File: src/rtl/dmem_stall_ctrl_if.sv
// Datapath <-> data-memory bundle: request side from the CPU,
// load result and stall back from the memory stage.
interface dmem_stall_ctrl_if;
    logic        memread;
    logic        memwrite;
    logic [31:0] addr;
    logic [31:0] wdata;
    logic [31:0] readdata;
    logic        stall;
    logic        misalign;
    logic [15:0] load_count;

    modport master (
        output memread, memwrite, addr, wdata,
        input  readdata, stall, misalign, load_count
    );

    modport slave (
        input  memread, memwrite, addr, wdata,
        output readdata, stall, misalign, load_count
    );
endinterface

File: src/rtl/dmem_stall_ctrl.sv
// Word-addressed data RAM with fixed load latency; freezes the
// single-cycle CPU through stall until load data is registered.
module dmem_stall_ctrl #(
    parameter int DEPTH   = 64,
    parameter int LATENCY = 2
) (
    input  logic clk,
    input  logic reset,
    dmem_stall_ctrl_if.slave bus
);
    localparam int AW = $clog2(DEPTH);
    localparam logic [1:0] IDLE = 2'd0;
    localparam logic [1:0] WAIT = 2'd1;
    localparam logic [1:0] DONE = 2'd2;
    localparam logic [3:0] CNT_INIT = 4'((LATENCY > 1) ? LATENCY - 2 : 0);

    logic [31:0]   mem_q [DEPTH];
    logic [1:0]    state_q, state_d;
    logic [3:0]    cnt_q, cnt_d;
    logic [AW-1:0] idx_q, idx_d;
    logic [31:0]   rdata_q, rdata_d;
    logic          mis_q, mis_d;
    logic [15:0]   lcnt_q, lcnt_d;
    logic          st_go, ld_go, stall_c;
    logic          aligned;
    logic [AW-1:0] idx;
    logic          unused_addr;

    assign aligned     = (bus.addr[1:0] == 2'b00);
    assign idx         = bus.addr[AW+1:2];
    assign unused_addr = ^bus.addr[31:AW+2];

    always_comb begin
        state_d = state_q;
        cnt_d   = cnt_q;
        idx_d   = idx_q;
        rdata_d = rdata_q;
        lcnt_d  = lcnt_q;
        mis_d   = 1'b0;
        st_go   = 1'b0;
        ld_go   = 1'b0;
        stall_c = 1'b0;
        case (state_q)
            IDLE: begin
                if ((bus.memread || bus.memwrite) && !aligned) begin
                    mis_d = 1'b1;
                end else if (bus.memwrite) begin
                    st_go = 1'b1;
                end else if (bus.memread) begin
                    stall_c = 1'b1;
                    idx_d   = idx;
                    if (LATENCY == 1) begin
                        state_d = DONE;
                        ld_go   = 1'b1;
                    end else begin
                        state_d = WAIT;
                        cnt_d   = CNT_INIT;
                    end
                end
            end
            WAIT: begin
                stall_c = 1'b1;
                if (cnt_q == 4'd0) begin
                    state_d = DONE;
                    ld_go   = 1'b1;
                end else begin
                    cnt_d = cnt_q - 4'd1;
                end
            end
            DONE:    state_d = IDLE;
            default: state_d = IDLE;
        endcase
        // idx_d already points at the word being completed on both paths
        if (ld_go) begin
            rdata_d = mem_q[idx_d];
            lcnt_d  = lcnt_q + 16'd1;
        end
    end

    always_ff @(posedge clk or negedge reset) begin
        if (!reset) begin
            state_q <= IDLE;
            cnt_q   <= '0;
            idx_q   <= '0;
            rdata_q <= '0;
            mis_q   <= 1'b0;
            lcnt_q  <= '0;
        end else begin
            state_q <= state_d;
            cnt_q   <= cnt_d;
            idx_q   <= idx_d;
            rdata_q <= rdata_d;
            mis_q   <= mis_d;
            lcnt_q  <= lcnt_d;
        end
    end

    // RAM is deliberately not reset so its contents survive a CPU reset
    always_ff @(posedge clk) begin
        if (st_go && reset) begin
            mem_q[idx] <= bus.wdata;
        end
    end

    assign bus.stall      = stall_c & reset;
    assign bus.readdata   = rdata_q;
    assign bus.misalign   = mis_q;
    assign bus.load_count = lcnt_q;
endmodule

File: src/flat_wrapper.sv
// flat-port wrapper written by rule: the top's interface ports become plain ports
module dmem_stall_ctrl_flat 
#(
    parameter int DEPTH   = 64,
    parameter int LATENCY = 2
)
  (clk, reset, bus_memread, bus_memwrite, bus_addr, bus_wdata, bus_readdata, bus_stall, bus_misalign, bus_load_count);
  dmem_stall_ctrl_if bus_i ();
  input  logic clk;
  input  logic reset;
  input wire logic [$bits(bus_i.memread)-1:0] bus_memread;
  input wire logic [$bits(bus_i.memwrite)-1:0] bus_memwrite;
  input wire logic [$bits(bus_i.addr)-1:0] bus_addr;
  input wire logic [$bits(bus_i.wdata)-1:0] bus_wdata;
  output wire logic [$bits(bus_i.readdata)-1:0] bus_readdata;
  output wire logic [$bits(bus_i.stall)-1:0] bus_stall;
  output wire logic [$bits(bus_i.misalign)-1:0] bus_misalign;
  output wire logic [$bits(bus_i.load_count)-1:0] bus_load_count;
  assign bus_i.memread = bus_memread;
  assign bus_i.memwrite = bus_memwrite;
  assign bus_i.addr = bus_addr;
  assign bus_i.wdata = bus_wdata;
  assign bus_readdata = bus_i.readdata;
  assign bus_stall = bus_i.stall;
  assign bus_misalign = bus_i.misalign;
  assign bus_load_count = bus_i.load_count;
  dmem_stall_ctrl #(.DEPTH(DEPTH), .LATENCY(LATENCY)) u_core (.clk(clk), .reset(reset), .bus(bus_i));
endmodule
File: config.mk
export PLATFORM = sky130hd
export DESIGN_NAME = dmem_stall_ctrl_flat
export DESIGN_NICKNAME = d
export VERILOG_FILES = /design/src/rtl/dmem_stall_ctrl_if.sv /design/src/rtl/dmem_stall_ctrl.sv /design/src/flat_wrapper.sv
export SDC_FILE = /design/constraint.sdc
export NUM_CORES = 2
export LEC_CHECK = 0
export ABC_AREA = 0
export CORE_AREA = 2 2 359 361
export CTS_BUF_LIST = sky130_fd_sc_hd__clkbuf_8
export CTS_CLUSTER_SIZE = 24
export DETAILED_ROUTE_END_ITERATION = 6
export DIE_AREA = 0 0 361 363
export GPL_TIMING_DRIVEN = 0
export PLACE_DENSITY = 0.79
export SYNTH_ARGS = -nofsm -noshare
export SYNTH_HDL_FRONTEND = slang
export SYNTH_SLANG_ARGS = --single-unit
export TNS_END_PERCENT = 1
File: constraint.sdc
create_clock -name clk -period 7.52 [get_ports clk]
set_input_delay 0.752 -clock clk [delete_from_list [all_inputs] [get_ports clk]]
set_output_delay 0.752 -clock clk [all_outputs]
set_load 0.1 [all_outputs]
==> summary.md <==
| Metric | Value |
|---|---|
| Clk sinks | approximately 2100 |
| Yosys warning total | 0 |
| Most common cell in the synthesized netlist | edfxtp_1 |
| Clock share of power | between 20% and 30% |
| Ys async rst share | just under 3% |
| Worst path required time | between 8 and 9 ns |
| Die footprint | roughly 130000 sq um |
| Layout cells sized above 1 | 15.5% |
| Max clock buf depth | 4 |
| DRC | 3 |
| Comb power frac | 37.7% |
| Count of different cell masters after synthesis | 63 |
| Status | complete, but fails checks |
| Worst-path maximum fanout | 10 |
| Post-synth EDFFs | slightly above 2000 |
| Final Hold Fails | 0 |
| First DRT Iteration DRCs | approximately 11000 |
| Sw frac | 41.1% |
| PD cells | between 300 and 400 nW/um^2 |
| Crit. End Element | flop |
| Post-DR wirelength/cell | approximately 38 um |
| Top area cells in the synthesized netlist | edfxtp_1 (75%), mux2i_1 (6.0%), nand2_1 (3.1%) |
| Synth Net Count | between 4000 and 5000 |
| Routability Congestion | about 1.0 |
| First-pass GRT wire length | about 380000 um |
| Largest net degree at the start of global routing | slightly above 60 |
| Flip-flop and latch area | 63000 sq um |
| Worst Tran Pin Value | roughly 1.7 ns |
| Fill cells | between 7000 and 8000 |
| Minimum clock period | between 5 and 6 ns |
| Cell taking the most area after synthesis | edfxtp_1 |
| Yosys top cell area share | between 70 and 80% |
| RSZ-0062 raised after global routing | no |
| Data arrival, critical path | approximately 7.0 ns |
| Num CTS Buffers | 337 |
| Post_cts resized | 0 |
| Area grow syn2layout | 13.8% |
| Hold slack | between 0.03 and 0.04 ns |
| Sum of negative setup slack | 0 ns |
| Final core utilization | 73.4% |
| Relative slew slack | -12.7% |
| Seq/Total Area, Yosys | 76.9% |
| Row count | approximately 130 |
| DR vias/cell | ~7.3 |
| Max Slew Vio Count | 50 |
| Tcrit/Tclk final | about four fifths |
| Syn_area_per_cell | between 15 and 20 sq um |
| Critical setup path kind | reg2reg |
| Top FF cell, synth | edfxtp_1 |
| P_leak | between 0.03 and 0.04 uW |
| # H-tree levels | 5 |
| Io pins | about 120 |
| GRT overflow | 0 |
| Initial antenna violation count | 35 |
| Worst-Skew Late Latency | ~1.1 ns |
| Max VDD drop | about 0.37 mV |
| Number of global-route vias before repair | 50036 |
| Via count | between 50000 and 60000 |
| Worst-path clk slew | approximately 0.070 ns |
| Sequential share of power | a little under two fifths |
| Root buffer cell | clkbuf_8 |
| Max Cap Viol | 10 |
| Internal power | between 20000 and 25000 uW |
| CTS tree | built |
| Post-Syn Area | a little over 80000 sq um |
| Post-route ant nets | 0 |
| DPL Wire Length | about 190000 um |
| Synth Instances | ~4800 |
| Final wirelength | 280000 um |
| Switching pwr | 14600 uW |
| Final worst clock skew | between 0.08 and 0.09 ns |
| CP Launch Type | flop |
| First drt pass iteration count | 7 |
| Core area | 127000 sq um |
| Multi-input gate area | roughly 18000 sq um |
| Buffers on Ports | 93 |
| Die Wd | ~360 um |
| Failing checks | DRC, capacitance limit, slew limit |
| DIE HEIGHT | about 360 um |
| Final setup violation count | 0 |
| Most instantiated cells after synthesis | edfxtp_1 (2048), nand2_1 (668), mux2i_1 (491), a21oi_1 (169), a221oi_1 (157) |
| Class of the worst hold path | in2reg |
| Final #Nets | between 5000 and 6000 |
| Max Freq | ~170 MHz |
| Starting Density | between 60 and 70% |
| Total track usage | 42.6% |
| Seq cells post-synth | approximately 2100 |
==> sequential cells by signal, indices dropped and copies added, names as in the netlist <==
register               count
u_core.bus.load_count     16
u_core.idx_q               6
u_core.mem_q            2048
u_core.bus.misalign        1
u_core.state_q             2
u_core.bus.readdata       32
u_core.cnt_q               4
==> worst max-delay path, stage by stage, from the launching register on <==
cell,delay (ns)
dfrtp_1,0.42
nor2_1,0.27
nand3_1,0.64
and2_4,0.42
inv_2,0.19
buf_4,0.31
buf_2,0.63
clkbuf_1,0.89
nand2_1,0.17
a21oi_1,0.23
nor4_1,0.11
nor3_1,1.21
o221a_2,0.40
==> power by group through the flow <==
stage,sequential (uW),clock [uW],combinational [uW]
6_report,13200,8840,13400
5_1_grt,13200,9240,13100
4_1_cts,13200,8740,12400
3_5_place_dp,13400,0,12300
3_3_place_gp,13500,0,12000
2_1_floorplan,14000,0,6070
==> cell families (layout without fill, tap and decap cells) <==
| group | after synthesis | count (layout) | share of synthesized area [%] |
|---|---|---|---|
| other | 0 | 34 | 0 |
| multiplexers | 602 | 602 | 9.04 |
| XOR/XNOR | 17 | 17 | 0.182 |
| flip-flops | 2109 | 2109 | 76.9 |
| AND/OR/NAND/NOR | 1014 | 1014 | 5.28 |
| AO/OA/AOI/OAI | 754 | 754 | 6.67 |
| adder cells (fa/ha/maj) | 2 | 2 | 0.0305 |
| buffers and inverters | 314 | 1094 | 1.91 |
==> layer usage <==
metal / routed length [um] / part of all wire, % / up-vias / global-route usage [%]
li1: - / - / 20365 / -
met1: 87200 / 31 / 25851 / 51.9
met2: 118000 / 42 / 5710 / 60.1
met3: 50800 / 18 / 1410 / 20.8
met4: 24300 / 8.7 / 18 / 29.2
met5: 212 / 0.076 / - / 1.09
==> timing repair <==
item                                    CTS  global route
hold buffers                              3             0
setup buffers                             0             0
hold endpoints to repair                 71             0
endpoints found under the setup margin    0             0
==> cells in the final DEF, fill, tap and decap left out, types with 46 or more instances in the layout <==
cell / synthesis / routed
nor2_4: 0 / 64
mux2i_1: 491 / 490
clkbuf_8: 0 / 352
dfrtp_1: 61 / 61
clkinv_1: 2 / 84
o22ai_1: 78 / 78
inv_1: 8 / 124
clkbuf_1: 151 / 151
nand2_1: 668 / 668
edfxtp_1: 2048 / 2048
a31oi_1: 100 / 99
nand3_1: 118 / 118
a21oi_1: 169 / 169
a221oi_1: 157 / 157
clkdlybuf4s50_1: 0 / 60
mux4_2: 111 / 111
buf_2: 76 / 109
buf_4: 46 / 48
o221ai_1: 46 / 46
buf_12: 0 / 92
==> area by class of cell <==
type / count / area share, %
multi-input combinational: 2389 / 19.2
sequential: 2109 / 67.6
buffer: 301 / 1.63
tap: 1662 / 2.23
inverter: 13 / 0.0523
antenna: 34 / 0.0912
timing repair buffer: 198 / 3.03
clock buffer: 352 / 5.19
clock inverter: 230 / 1.04
==> stage by stage <==
| step | worst slack, ns | std cells | total power (uW) | instance area [sq um] |
|---|---|---|---|---|
| after global routing | 1.78 | 7257 | 35600 | 93200 |
| after global placement | -2.03 | 6567 | 25500 | 85000 |
| after floorplan | 4.06 | 4812 | 20100 | 82000 |
| final | 1.59 | 7288 | 35500 | 93300 |
| after detailed placement | 1.06 | 6667 | 25800 | 87300 |
| after CTS | 2.10 | 7252 | 34300 | 93200 |
==> path summary, 6_finish.rpt <==
check / startpoint / end / slack (ns) / depth (start not counted)
setup / recovery: u_core.state_q[1] / u_core.bus.readdata[17] / 1.59 / 12
hold / removal: bus_wdata[25] / u_core.mem_q[48][25] / 0.04 / 1
max in group asynchronous: reset / u_core.bus.misalign / 6.85 / 3
min in group asynchronous: reset / u_core.bus.load_count[15] / 0.07 / 2
hold reg to reg: u_core.bus.load_count[15] / u_core.bus.load_count[15] / 0.47 / 1
setup reg to reg: u_core.state_q[1] / u_core.bus.readdata[17] / 1.59 / 12
Power figures use the tool's default switching activity.
